==> src/rtl/period_meter_pkg.sv <==
// Shared state encoding and default sizing for the period meter.
package period_meter_pkg;

   typedef enum logic [1:0] {
      ST_IDLE  = 2'd0,
      ST_HIGH  = 2'd1,
      ST_LOW   = 2'd2,
      ST_STALL = 2'd3
   } state_t;

   localparam int          DEF_CNT_W   = 32;
   localparam int unsigned DEF_TIMEOUT = 100_000_000;

endpackage

==> src/rtl/sync_edge.sv <==
// Two-flop synchronizer plus history register; registered one-cycle rise/fall pulses
// that appear on the third clk edge after d is first sampled.
module sync_edge (
   input  logic clk,
   input  logic rst,
   input  logic d,
   output logic rise,
   output logic fall
);

   logic r_meta;
   logic r_sync;
   logic r_hist;
   logic r_rise;
   logic r_fall;

   always_ff @(posedge clk) begin
      if (rst) begin
         r_meta <= 1'b0;
         r_sync <= 1'b0;
         r_hist <= 1'b0;
         r_rise <= 1'b0;
         r_fall <= 1'b0;
      end else begin
         r_meta <= d;
         r_sync <= r_meta;
         r_hist <= r_sync;
         r_rise <= r_sync & ~r_hist;
         r_fall <= ~r_sync & r_hist;
      end
   end

   assign rise = r_rise;
   assign fall = r_fall;

endmodule

==> src/rtl/period_meter.sv <==
// Measures high/low half-periods of a slow asynchronous square wave in clk cycles,
// publishing a full period after each complete low phase and flagging stalls.
module period_meter
   import period_meter_pkg::*;
#(
   parameter int          CNT_W   = DEF_CNT_W,
   parameter int unsigned TIMEOUT = DEF_TIMEOUT
) (
   input  logic             clk,
   input  logic             rst,
   input  logic             sig_in,
   input  logic             clear,
   output logic             rise_tick,
   output logic             fall_tick,
   output logic [CNT_W-1:0] high_cnt,
   output logic [CNT_W-1:0] low_cnt,
   output logic [CNT_W-1:0] period,
   output logic             valid,
   output logic             locked,
   output logic             stalled
);

   localparam logic [CNT_W-1:0] LP_TIMEOUT = CNT_W'(TIMEOUT);
   localparam logic [CNT_W-1:0] LP_ONE     = CNT_W'(1);

   logic             w_rise;
   logic             w_fall;
   logic [CNT_W-1:0] w_cnt_inc;
   logic             w_timeout;

   state_t           r_state;
   logic [CNT_W-1:0] r_cnt;
   logic [CNT_W-1:0] r_high;
   logic [CNT_W-1:0] r_high_cnt;
   logic [CNT_W-1:0] r_low_cnt;
   logic [CNT_W-1:0] r_period;
   logic             r_upd;
   logic             r_valid;
   logic             r_locked;
   logic             r_stalled;

   sync_edge u_sync_edge (
      .clk  (clk),
      .rst  (rst),
      .d    (sig_in),
      .rise (w_rise),
      .fall (w_fall)
   );

   // Stall fires on the cycle the counter would reach TIMEOUT; a tick in the same cycle wins.
   assign w_cnt_inc = r_cnt + LP_ONE;
   assign w_timeout = (w_cnt_inc == LP_TIMEOUT);

   always_ff @(posedge clk) begin
      if (rst || clear) begin
         r_state    <= ST_IDLE;
         r_cnt      <= '0;
         r_high     <= '0;
         r_high_cnt <= '0;
         r_low_cnt  <= '0;
         r_period   <= '0;
         r_upd      <= 1'b0;
         r_valid    <= 1'b0;
         r_locked   <= 1'b0;
         r_stalled  <= 1'b0;
      end else begin
         r_upd   <= 1'b0;
         r_valid <= r_upd;
         case (r_state)
            ST_IDLE: begin
               if (w_rise) begin
                  r_state <= ST_HIGH;
                  r_cnt   <= LP_ONE;
               end
            end
            ST_HIGH: begin
               if (w_fall) begin
                  r_high  <= r_cnt;
                  r_cnt   <= LP_ONE;
                  r_state <= ST_LOW;
               end else if (w_timeout) begin
                  r_state   <= ST_STALL;
                  r_stalled <= 1'b1;
                  r_locked  <= 1'b0;
                  r_cnt     <= LP_TIMEOUT;
               end else begin
                  r_cnt <= w_cnt_inc;
               end
            end
            ST_LOW: begin
               if (w_rise) begin
                  r_high_cnt <= r_high;
                  r_low_cnt  <= r_cnt;
                  r_period   <= r_high + r_cnt;
                  r_upd      <= 1'b1;
                  r_locked   <= 1'b1;
                  r_cnt      <= LP_ONE;
                  r_state    <= ST_HIGH;
               end else if (w_timeout) begin
                  r_state   <= ST_STALL;
                  r_stalled <= 1'b1;
                  r_locked  <= 1'b0;
                  r_cnt     <= LP_TIMEOUT;
               end else begin
                  r_cnt <= w_cnt_inc;
               end
            end
            ST_STALL: begin
               if (w_rise) begin
                  r_state   <= ST_HIGH;
                  r_stalled <= 1'b0;
                  r_cnt     <= LP_ONE;
               end
            end
            default: r_state <= ST_IDLE;
         endcase
      end
   end

   assign rise_tick = w_rise;
   assign fall_tick = w_fall;
   assign high_cnt  = r_high_cnt;
   assign low_cnt   = r_low_cnt;
   assign period    = r_period;
   assign valid     = r_valid;
   assign locked    = r_locked;
   assign stalled   = r_stalled;

endmodule
==> config.mk <==
export PLATFORM = sky130hd
export DESIGN_NAME = period_meter
export DESIGN_NICKNAME = d
export VERILOG_FILES = /design/src/rtl/period_meter_pkg.sv /design/src/rtl/sync_edge.sv /design/src/rtl/period_meter.sv
export SDC_FILE = /design/constraint.sdc
export NUM_CORES = 1
export LEC_CHECK = 0
export ABC_AREA = 1
export ABC_CLOCK_PERIOD_IN_PS = 3600
export BUFFER_PORTS_ARGS = -buffer_cell sky130_fd_sc_hd__buf_2
export CAP_MARGIN = 5
export CELL_PAD_IN_SITES_DETAIL_PLACEMENT = 1
export CELL_PAD_IN_SITES_GLOBAL_PLACEMENT = 2
export CORE_MARGIN = 3
export CORE_UTILIZATION = 35
export CTS_CLUSTER_DIAMETER = 120
export DETAILED_ROUTE_END_ITERATION = 16
export GPL_TIMING_DRIVEN = 1
export PLACE_DENSITY_LB_ADDON = 0.1
export SLEW_MARGIN = 20
export SYNTH_ARGS = -nofsm -noshare
export SYNTH_HDL_FRONTEND = slang
export SYNTH_SLANG_ARGS = --single-unit
==> constraint.sdc <==
create_clock -name clk -period 3.6 [get_ports clk]
set_input_delay 0.54 -clock clk [delete_from_list [all_inputs] [get_ports clk]]
set_output_delay 0.54 -clock clk [all_outputs]
set_load 0.1 [all_outputs]
Word-level counts from Yosys, hierarchy flattened
Cells that the tools add are included.
W data, S select, Z words.
{"block": "word_totals", "regBits": 171, "input_bits": 4, "out_inout_bits": 101, "word_cells": 60}
{"block": "classes", "add_sub_neg": 2, "n_eq_ne": 8, "muxes": 20, "bitwise": 5, "reduce_logical": 10}
{"op": "$mux W32", "n": 4}
{"op": "$pmux W32 S3", "n": 1}
{"op": "$add A32 B1 Y32 const B", "n": 1}
{"op": "$add A32 B32 Y32", "n": 1}
{"op": "$eq A32 B27 Y1 const B", "n": 1}
{"op": "$mux W1", "n": 8}
{"op": "$mux W2", "n": 4}
{"op": "$pmux W2 S3", "n": 1}
{"op": "$reduce_and A2 Y1", "n": 3}
{"op": "$eq A2 B2 Y1 const B", "n": 2}
{"op": "$ne A2 B1 Y1 const B", "n": 2}
{"op": "$ne A2 B2 Y1 const B", "n": 2}
{"op": "$reduce_and A4 Y1", "n": 1}
{"op": "$reduce_or A2 Y1", "n": 2}
{"op": "$not A1 Y1", "n": 3}
{"op": "$pmux W1 S3", "n": 1}
{"op": "$reduce_bool A3 Y1", "n": 1}
{"op": "$and A1 B1 Y1", "n": 2}
{"op": "$eq A2 B1 Y1 const B", "n": 1}
{"op": "$logic_not A2 Y1", "n": 1}
{"op": "$pmux W1 S2", "n": 1}
{"op": "$reduce_bool A2 Y1", "n": 1}
{"op": "$logic_or A1 B1 Y1", "n": 1}

Depth between registers and ports, before layout
Gate-level depths: netlist of run 1.
{"block": "depth", "ltp_word": 5, "ltp_mapped": 16, "depth_no_buf": 16}

Hierarchy
Synthesis of run 1 repeated with hierarchy kept, for this count alone.
{"block": "unflattened", "cells_unflattened": 1322, "hier_area_um2": 8956.1}
{"module": "period_meter", "instances": 1, "cells_each": 1307, "area_each_um2": 8816.0, "seq_area_each_um2": 3323.2}
{"module": "sync_edge", "instances": 1, "cells_each": 15, "area_each_um2": 140.1, "seq_area_each_um2": 100.1}

Least setup slack after synthesis of run 1
Ideal clock, no wire load.
{"block": "synth_path", "kind": "flip-flop to flip-flop", "start": "reg u_sync_edge.r_rise, in the netlist u_sync_edge.rise", "end": "reg r_high_cnt[0], in the netlist high_cnt[0]", "setup_time_ns": 0.065, "arrival_ns": 2.213, "t_required_ns": 3.535, "slack_ns": 1.322, "stages_incl_launch_ff": 7, "path_buffers": 2, "period_less_slack_ns": 2.278, "cell_sequence": "dfxtp_1 nand2_1 inv_2 clkbuf_1 clkbuf_1 nor2_1 nor2_1"}
{"block": "synth_between", "elab_chain_len": 1}
{"item": "start, declared", "line_no": "sync_edge.sv:14", "source": "logic r_rise;"}
{"item": "start signal, assigned", "line_no": "sync_edge.sv:28", "source": "r_rise <= r_sync & ~r_hist;"}
{"item": "$reduce_and A2 Y1 (no line)"}
{"item": "end signal, assigned", "line_no": "period_meter.sv:92", "source": "r_high_cnt <= r_high;"}
{"item": "end, declared", "line_no": "period_meter.sv:34", "source": "logic [CNT_W-1:0] r_high_cnt;"}
Every way passes these cells.
A chain may end at the register's enable or synchronous reset.

Final worst setup path of run 1
{"block": "layout_path", "start": "reg r_cnt[0]", "end": "reg r_period[28], in the netlist period[28]"}
{"block": "layout_between", "elab_chain_len": 1}
{"item": "start, declared", "line_no": "period_meter.sv:32", "source": "logic [CNT_W-1:0] r_cnt;"}
{"item": "start signal, assigned", "line_no": "period_meter.sv:87", "source": "r_cnt <= w_cnt_inc;"}
{"item": "start signal, assigned", "line_no": "period_meter.sv:105", "source": "r_cnt <= w_cnt_inc;"}
{"item": "$add A32 B32 Y32", "line_no": "period_meter.sv:94", "source": "r_period <= r_high + r_cnt;"}
{"item": "end signal, assigned", "line_no": "period_meter.sv:94"}
{"item": "end, declared", "line_no": "period_meter.sv:36", "source": "logic [CNT_W-1:0] r_period;"}
Every way passes these cells.

==> flow_metrics.tcl, run 1 <==
set metrics [dict create \
    avgSynthCellArea_um2 6.75 \
    r2r-end "period[28]$_SDFFE_PP0P_" \
    finalWorstSetupSlack_ns 0.796 \
    cts_buffers 17 \
    vias 8943 \
    setup_viol 0 \
    cts_hold_buffers 0 \
    hold_depth 3 \
    die_height_um 166 \
    power.leakage_uw 0.00449 \
    cp.required_ns 3.98 \
    fin_skew_ns 0.0131 \
    clock_sinks 171 \
    drtPass1Iterations 5 \
    ir_drop_mv 0.174 \
    synth_top_area_share_pct 38.3 \
    min_path_type "input pin to flip-flop" \
    diodes 0 \
    seq_area_um2 3420 \
    min_from "sig_in" \
    ant_nets 0 \
    rsz0062_at_grt "false" \
    drive_gt1_share_pct 13.0 \
    rr_startpoint "r_cnt[0]$_SDFFE_PP0P_" \
    clockBufferDepth 2 \
    netlist_instances 1324 \
    synth_area_um2 8940 \
    tns_ns 0 \
    path_class "flip-flop to flip-flop" \
    ys_top_cells_by_area "dfxtp_1, nand2_1, nor2_1" \
    drt_iter0_markers 496 \
    grt_max_degree 111 \
    grt_pass1_vias 9023 \
    io_buffers 104 \
    htree_num_levels 4 \
    num_io_pins 105 \
    antenna_found_initial 0 \
    clkSlewWorstSetupHoldPaths_ns 0.08 \
    n_fill_cell 3265 \
    hold_violations 0 \
    num_rows 57 \
    tritoncts "yes" \
    insertion_delay_ns 0.44 \
    slew_headroom_pct 31.5 \
    synth_cell_type_count 40 \
    die_w_um 166 \
    grt_pass1_wl_um 50900 \
    wirelength_um 31800 \
    fin_crit_ns 2.80 \
    outcome "finished clean" \
    ys_seq_area_share_pct 38.3 \
    post_cts_resize_count 0 \
    drc 0 \
    dieArea_um2 27500 \
    cts_root_buffer "clkbuf_16" \
    max-cap-violations 0 \
    wl_per_cell_um 18.2 \
    post-cts-setup-buffers 0 \
    core_area_um2 24700 \
    synth_warnings 0 \
    grt_usage_pct 22.9 \
    start_util_pct 36.1 \
    worst_pin_slew_ns 1.03 \
    globalRoute.totalOverflow 0 \
    post-place-ws_ns 0.911 \
    p_per_area_nw_per_um2 374 \
    max_freq_mhz 357 \
    hold_end "u_sync_edge.r_meta$_SDFF_PP0_" \
    r2r.worst_path.cells 12 \
    gp_congestion 0.928 \
    path_max_fanout 5 \
    rrSetupSlack_ns 0.80 \
    synthToLayoutAreaGrowth_pct 15.9 \
    synth_nets 1365 \
    yosys_register_bits 171 \
    nets 1446 \
    dp_hpwl_um 23800 \
    drv_slew 0 \
    period_share_pct 77.9 \
    critPathCaptureType "flip-flop" \
    synth_largest_area_cell "dfxtp_1" \
    via_per_inst 5.13 \
    multi_input_area_um2 4880 \
    arrival_ns 3.19 \
    worstSetupStartpointType "flip-flop" \
]
[stage by stage]
step | area, um2 | total power [uW] | util (%) | std cells | hold WS, ns
floorplan | 8940 | 2020 | - | 1324 | 0.388
detailed placement | 9780 | 2060 | 39.5 | 1710 | 0.399
finish | 10400 | 3880 | 41.9 | 1742 | 0.300
CTS | 10400 | 3930 | 41.9 | 1742 | 0.289
global route | 10400 | 4030 | 41.9 | 1742 | 0.308
global placement | 9780 | 2060 | 39.5 | 1710 | 0.395
[report_power, final]
group          internal (uW)  switching [uW]  leakage, uW  total (uW)
clock                    945             925     0.000281        1870
combinational           23.7            85.9      0.00283         110
sequential              1890            5.27      0.00138        1900
total                   2860            1020      0.00449        3880
[state kept, by name (all words and copies together) (netlist names), 2 cells and up]
| name | count |
|---|---|
| period | 32 |
| r_cnt | 32 |
| high_cnt | 32 |
| r_state | 2 |
| r_high | 32 |
| low_cnt | 32 |
[worst max-delay path, stage by stage, from the launching register on]
cell	delay, ns
dfxtp_1	0.48
ha_1	0.22
inv_1	0.08
fa_1	0.41
o21ai_0	0.41
a21oi_1	0.23
o21ai_0	0.38
nand4_1	0.14
nand2_1	0.11
a21oi_1	0.06
o21ai_0	0.10
nand2_1	0.07
inv_1	0.05
[worst max-delay path by stage]
stage	slack, ns	cells past startpoint	startpoint	to
global placement	1.01	12	r_cnt[0]$_SDFFE_PP0P_	period[28]$_SDFFE_PP0P_
global route	0.61	11	r_cnt[0]$_SDFFE_PP0P_	period[20]$_SDFFE_PP0P_
CTS	0.86	12	r_cnt[0]$_SDFFE_PP0P_	period[28]$_SDFFE_PP0P_
floorplan	1.32	6	u_sync_edge.rise$_SDFF_PP0_	high_cnt[0]$_SDFFE_PP0P_
finish	0.80	12	r_cnt[0]$_SDFFE_PP0P_	period[28]$_SDFFE_PP0P_
detailed placement	0.91	12	r_cnt[0]$_SDFFE_PP0P_	period[28]$_SDFFE_PP0P_
[kinds of logic after synthesis]
logic type,Yosys count,share of synthesized area [%]
XOR/XNOR,22,2.15
flip-flops,171,38.3
buffers and inverters,174,7.30
AND/OR/NAND/NOR,595,28.1
adder cells (fa/ha/maj),37,5.26
AO/OA/AOI/OAI,325,18.9
[layer usage]
layer,GRT usage [%],vias up,wire length [um],share of wire (%)
met1,33.8,4276,16500,52
met2,36.2,169,14000,44
met4,4.27,0,305,0.96
li1,-,4475,-,-
met5,0,-,0,0
met3,2.90,23,981,3.1
[final cells by class]
type / count / area share (%)
multi-input cells: 979 / 47.1
flip-flops and latches: 171 / 33.0
repair buffers: 112 / 5.84
inverters: 124 / 4.52
clock buffers: 18 / 4.24
well taps: 324 / 3.91
clock inverters: 14 / 1.40
[cells in the mapped netlist, drive strengths merged]
library cell  instances
nor2                225
clkinv                1
clkbuf               48
o221ai                1
a21oi               149
buf                   2
o211ai                4
a211oi                1
o21a                  3
nand2               278
o21bai                1
or2                   2
dfxtp               171
a21o                  6
o21ai               156
xor2                 14
ha                   36
nor3                 10
inv                 123
nand4                 6
nor4                  3
xnor2                 8
nor3b                 1
nand3b                2
a21boi                2
nand3                68
a2111oi               1
a31oi                 1
fa                    1
[cell usage in the layout (no fill, tap or decap), types with 7 or more instances in the layout]
| master | synthesis | layout |
|---|---|---|
| a21oi_1 | 148 | 148 |
| nor3_1 | 9 | 9 |
| dfxtp_1 | 171 | 171 |
| buf_2 | 0 | 104 |
| clkbuf_16 | 0 | 17 |
| nand3_1 | 64 | 64 |
| nor2_4 | 8 | 9 |
| inv_1 | 118 | 118 |
| ha_1 | 36 | 36 |
| nand2_1 | 268 | 268 |
| xor2_1 | 14 | 14 |
| xnor2_1 | 8 | 8 |
| nor2_1 | 211 | 209 |
| o21ai_0 | 153 | 153 |
| nor2_2 | 6 | 7 |
| nand2_2 | 8 | 8 |
No activity file was read; power rests on OpenSTA's default activity.
==> run 2: changes to the inputs <==
--- a/config.mk
+++ b/config.mk
@@ -5,14 +5,14 @@
 export SDC_FILE = /design/constraint.sdc
 export NUM_CORES = 1
 export LEC_CHECK = 0
-export ABC_AREA = 1
-export ABC_CLOCK_PERIOD_IN_PS = 3600
+export ABC_AREA = 0
+export ABC_CLOCK_PERIOD_IN_PS = 2500
 export BUFFER_PORTS_ARGS = -buffer_cell sky130_fd_sc_hd__buf_2
 export CAP_MARGIN = 5
 export CELL_PAD_IN_SITES_DETAIL_PLACEMENT = 1
 export CELL_PAD_IN_SITES_GLOBAL_PLACEMENT = 2
 export CORE_MARGIN = 3
-export CORE_UTILIZATION = 35
+export CORE_UTILIZATION = 31
 export CTS_CLUSTER_DIAMETER = 120
 export DETAILED_ROUTE_END_ITERATION = 16
 export GPL_TIMING_DRIVEN = 1
==> constraint.sdc (replaced) <==
create_clock -name clk -period 2.5 [get_ports clk]
set_input_delay 0.375 -clock clk [delete_from_list [all_inputs] [get_ports clk]]
set_output_delay 0.375 -clock clk [all_outputs]
set_load 0.1 [all_outputs]
==> flow_metrics.tcl, run 2 <==
set metrics [dict create \
    crit_path_cell_trace "ha_4 -> nand4_4 -> or3_4 -> or4_4 -> a311oi_2 -> and4_4 -> buf_6 -> o211ai_1 -> o311a_1 -> a2111oi_4" \
    design_area_um2 12000 \
    synth_cell_type_count 68 \
    clockBufferDepth 2 \
    max-cap-violations 0 \
    die_height_um 173 \
    drt_iter0_markers 446 \
    dp.cells 1691 \
    cts_buffers 17 \
    synth_largest_area_cell "dfxtp_1" \
    num_io_pins 105 \
    drive_gt1_share_pct 32.4 \
    slew_headroom_pct 54.8 \
    drc 0 \
    htree_num_levels 4 \
    mostFrequentLayoutCell "nand2_1" \
    synth_area_um2 8620 \
    rsz0062_at_grt "true" \
    path_max_fanout 6 \
    nets 1396 \
    insertion_delay_ns 0.44 \
    grt_pass1_vias 9001 \
    antenna_found_initial 0 \
    die_w_um 173 \
    wl_per_cell_um 17.8 \
    cpMaxStageDelayCell "or4_4" \
    grt_usage_pct 20.6 \
    final_cell_mix "nand2_1, buf_4, dfxtp_1" \
    ant_nets 0 \
    path_class "flip-flop to flip-flop" \
    yosys_register_bits 171 \
    stdcell_count 1742 \
    synthFlopType "dfxtp_1" \
    arrival_ns 2.94 \
    grt_pass1_wl_um 50100 \
    core_area_um2 27100 \
    post-synth-top-count-cell "nand2_1" \
    num_rows 60 \
    max_freq_mhz 383 \
    p_total_uw 5540 \
    vias 8795 \
    globalRoute.totalOverflow 0 \
    avgSynthCellArea_um2 7.67 \
    p_per_area_nw_per_um2 462 \
    synth_nets 1165 \
    outcome "complete, but fails checks" \
    io_buffers 104 \
    cts_hold_buffers 0 \
    period_share_pct 104 \
    power.leakage_uw 0.00484 \
    clkSlewWorstSetupHoldPaths_ns 0.07 \
    tritoncts "yes" \
    placed_cell_area_um2 10700 \
    max_stage_delay_ns 0.43 \
    dp_hpwl_um 22400 \
    synth_edf_count 0 \
    fin_hold_ws_ns 0.151 \
    drv_slew 0 \
    via_per_inst 5.05 \
    fin_crit_ns 2.61 \
    ys_top_cells_by_area "dfxtp_1, nand2_1, a21oi_1" \
    ir_drop_mv 0.401 \
    netlist_instances 1124 \
    cts_root_buffer "clkbuf_16" \
    hold_violations 0 \
    wirelength_um 31100 \
    setup_viol 9 \
    synth_warnings 0 \
    start_util_pct 31.8 \
    post-place-ws_ns -0.356 \
    async_reset_ff_share_pct 0 \
    ys_seq_area_share_pct 39.7 \
    worst_pin_slew_ns 0.661 \
    synth_top_area_share_pct 39.7 \
    finalWorstSetupSlack_ns -0.108 \
    violations "negative setup slack" \
    drtPass1Iterations 5 \
    cp.required_ns 2.84 \
    clock_sinks 171 \
    dieArea_um2 29800 \
    yosys-top-cells-count "nand2_1, dfxtp_1, a21oi_1, clkbuf_1, nor2_1" \
    worstSetupStartpointType "flip-flop" \
    gp_congestion 0.841 \
    synthToLayoutAreaGrowth_pct 39.3 \
    min_path_type "input pin to flip-flop" \
    grt_max_degree 63 \
    fin_skew_ns 0.0155 \
    critPathCaptureType "flip-flop" \
]
[run 2: path summary, 6_finish.rpt]
path                                  from                            end  slack [ns]  cells past startpoint
max                  r_cnt[1]$_SDFFE_PP0P_        r_state[0]$_SDFFE_PP0P_       -0.11                     10
min                                 sig_in  u_sync_edge.r_meta$_SDFF_PP0_        0.15                      2
max reg2reg          r_cnt[1]$_SDFFE_PP0P_        r_state[0]$_SDFFE_PP0P_       -0.11                     10
min reg2reg  u_sync_edge.r_hist$_SDFF_PP0_    u_sync_edge.rise$_SDFF_PP0_        0.41                      1
[run 2: power breakdown]
group	total (uW)	leakage, uW	internal [uW]	switching [uW]
Clock	2710	0.000282	1460	1250
Combinational	116	0.00317	29.4	86.4
Sequential	2720	0.00139	2720	3.26
Total	5540	0.00484	4210	1340
[run 2: logic make-up after synthesis]
family / Yosys count / share of synthesized area [%]
multiplexers: 5 / 0.595
AND/OR/NAND/NOR: 487 / 25.9
AO/OA/AOI/OAI: 288 / 20.0
adder cells (fa/ha/maj): 37 / 5.46
XOR/XNOR: 31 / 3.15
buffers and inverters: 105 / 5.10
flip-flops: 171 / 39.7
[run 2: metrics by stage]
| stage | utilization, % | TNS [ns] |
|---|---|---|
| CTS | 43.0 | -0.479 |
| detailed placement | 39.6 | -4.57 |
| finish | 44.3 | -0.405 |
| global route | 44.3 | -2.63 |
| floorplan | - | -0.0528 |
| global placement | 39.6 | -3.80 |
[run 2: layout make-up]
class / instances / area [um2]
inverters: 20 / 75.1
multi-input cells: 848 / 5330
clock inverters: 12 / 129
fillers: 3320 / 15100
clock buffers: 20 / 457
well taps: 372 / 465
flip-flops and latches: 171 / 3460
repair buffers: 297 / 2090
diodes: 2 / 5.00
[run 2: layer usage]
metal	global-route usage, %	up-vias	routed length (um)
met5	0	-	0
met4	4.22	0	333
met3	2.85	19	806
met2	32.4	127	13900
met1	30.0	4285	16100
li1	-	4364	-
[run 2: what timing repair did]
item / in CTS / in global routing
setup buffers: 9 / 8
gates resized for setup: 56 / 61
endpoints found under the hold margin: 0 / 0
endpoints found under the setup margin: 28 / 31
pin swaps: 28 / 25
[run 2: critical path, delay by kind of cell (launching register included)]
| family | cells | cell delay (ns) |
|---|---|---|
| AND/OR/NAND/NOR | 4 | 1.20 |
| flip-flops | 1 | 0.39 |
| AO/OA/AOI/OAI | 4 | 0.66 |
| adder cells (fa/ha/maj) | 1 | 0.16 |
| buffers and inverters | 1 | 0.10 |
==> run 3: changes to the inputs <==
--- a/config.mk
+++ b/config.mk
@@ -11,6 +11,7 @@
 export CAP_MARGIN = 5
 export CELL_PAD_IN_SITES_DETAIL_PLACEMENT = 1
 export CELL_PAD_IN_SITES_GLOBAL_PLACEMENT = 2
+export CORE_ASPECT_RATIO = 0.6
 export CORE_MARGIN = 3
 export CORE_UTILIZATION = 31
 export CTS_CLUSTER_DIAMETER = 120
@@ -21,3 +22,4 @@
 export SYNTH_ARGS = -nofsm -noshare
 export SYNTH_HDL_FRONTEND = slang
 export SYNTH_SLANG_ARGS = --single-unit
+export TNS_END_PERCENT = 50
==> flow_metrics.tcl, run 3 (synthesis results as in run 2) <==
set metrics [dict create \
    slew_headroom_pct 41.0 \
    core_area_um2 26900 \
    setup_viol 19 \
    diodes 0 \
    wl_per_cell_um 19.6 \
    p_total_uw 5530 \
    globalRoute.totalOverflow 0 \
    n_fill_cell 3247 \
    finalWorstSetupSlack_ns -0.162 \
    clock_sinks 171 \
    path_max_fanout 5 \
    cts_root_buffer "clkbuf_16" \
    swShare_pct 23.0 \
    hold_violations 0 \
    drive_gt1_share_pct 33.4 \
    p_per_area_nw_per_um2 455 \
    grt_max_degree 58 \
    dp_hpwl_um 25000 \
    gp_congestion 0.848 \
    synthToLayoutAreaGrowth_pct 41.1 \
    fin_skew_ns 0.0105 \
    io_buffers 104 \
    grt_usage_pct 22.7 \
    fin_hold_ws_ns 0.139 \
    design_area_um2 12200 \
    drv_slew 0 \
    clkSlewWorstSetupHoldPaths_ns 0.07 \
    p_switching_uw 1270 \
    violations "negative setup slack" \
    clockBufferDepth 2 \
    grt_pass1_wl_um 52800 \
    comb_power_share_pct 2.0 \
    num_rows 46 \
    p_int_uw 4260 \
    power.leakage_uw 0.00494 \
    pwr-share-clk_pct 48.9 \
    worstSetupStartpointType "flip-flop" \
    critPathCaptureType "flip-flop" \
    vias 9076 \
    die_w_um 221 \
    ant_nets 0 \
    wirelength_um 34200 \
    final_cell_mix "nand2_1, buf_4, dfxtp_1" \
    rsz0062_at_grt "true" \
    start_util_pct 32.1 \
    drt_iter0_markers 564 \
    nets 1413 \
    path_class "flip-flop to flip-flop" \
    insertion_delay_ns 0.46 \
    num_io_pins 105 \
    cts_buffers 17 \
    max-cap-violations 0 \
    via_per_inst 5.20 \
    antenna_found_initial 0 \
    drtPass1Iterations 5 \
    mostFrequentLayoutCell "nand2_1" \
    htree_num_levels 4 \
    period_share_pct 106 \
    tritoncts "yes" \
    worst_pin_slew_ns 0.881 \
    fin_crit_ns 2.66 \
    stdcell_count 1745 \
    die_height_um 135 \
    cp.required_ns 2.87 \
    post-place-ws_ns -0.384 \
    drc 0 \
    max_freq_mhz 376 \
    outcome "complete, but fails checks" \
    dieArea_um2 29900 \
    arrival_ns 3.03 \
    placed_cell_area_um2 10800 \
    dp.cells 1692 \
    cts_hold_buffers 0 \
    seqPwrFrac_pct 49.2 \
    grt_pass1_vias 8896 \
    min_path_type "input pin to flip-flop" \
    ir_drop_mv 0.370 \
]
run 3: stage by stage:
stage	setup TNS [ns]	util, %
finish	-1.38	45.2
CTS	-0.769	43.5
global placement	-3.29	40.0
global route	-3.47	45.2
floorplan	-0.0818	-
detailed placement	-4.84	40.0
run 3: critical path, stage by stage (launching register included):
cell	delay, ns
dfxtp_4	0.42
ha_4	0.16
nand4_4	0.12
or3_4	0.40
or4_4	0.43
a311oi_2	0.21
and4_4	0.29
buf_6	0.12
o211ai_1	0.08
o311a_1	0.16
a2111oi_4	0.18
run 3: repair_timing:
| item | 4_1_cts | 5_1_grt |
|---|---|---|
| resized for setup | 60 | 77 |
| setup buffers | 9 | 13 |
| endpoints found under the setup margin | 25 | 31 |
| pin swaps | 31 | 30 |
run 3: path summary, 6_finish.rpt:
check                                start                             to  slack (ns)  depth (start not counted)
max                  r_cnt[0]$_SDFFE_PP0P_        r_state[0]$_SDFFE_PP0P_       -0.16                         10
min                                 sig_in  u_sync_edge.r_meta$_SDFF_PP0_        0.14                          2
max reg2reg          r_cnt[0]$_SDFFE_PP0P_        r_state[0]$_SDFFE_PP0P_       -0.16                         10
min reg2reg  u_sync_edge.r_hist$_SDFF_PP0_    u_sync_edge.rise$_SDFF_PP0_        0.41                          1
run 3: cell type report:
cell class | instances | area [um2] | share of cell area [%]
multi-input cells | 848 | 5390 | 44.3
flip-flops and latches | 171 | 3460 | 28.5
repair buffers | 314 | 2200 | 18.1
clock buffers | 21 | 460 | 3.79
well taps | 360 | 450 | 3.70
clock inverters | 11 | 120 | 0.988
inverters | 20 | 75.1 | 0.617
run 3: per-layer routing:
layer,part of all wire [%],GRT usage (%)
met5,0,0
met4,1.1,5.82
met3,4.9,4.57
met2,39,30.9
met1,55,35.8
run 3: power by group through the flow:
stage | Sequential, uW | Combinational (uW) | Clock [uW]
CTS | 2720 | 107 | 2790
detailed placement | 2790 | 105 | 0
floorplan | 2800 | 56.3 | 0
global placement | 2790 | 105 | 0
finish | 2720 | 108 | 2700
global route | 2720 | 117 | 2910
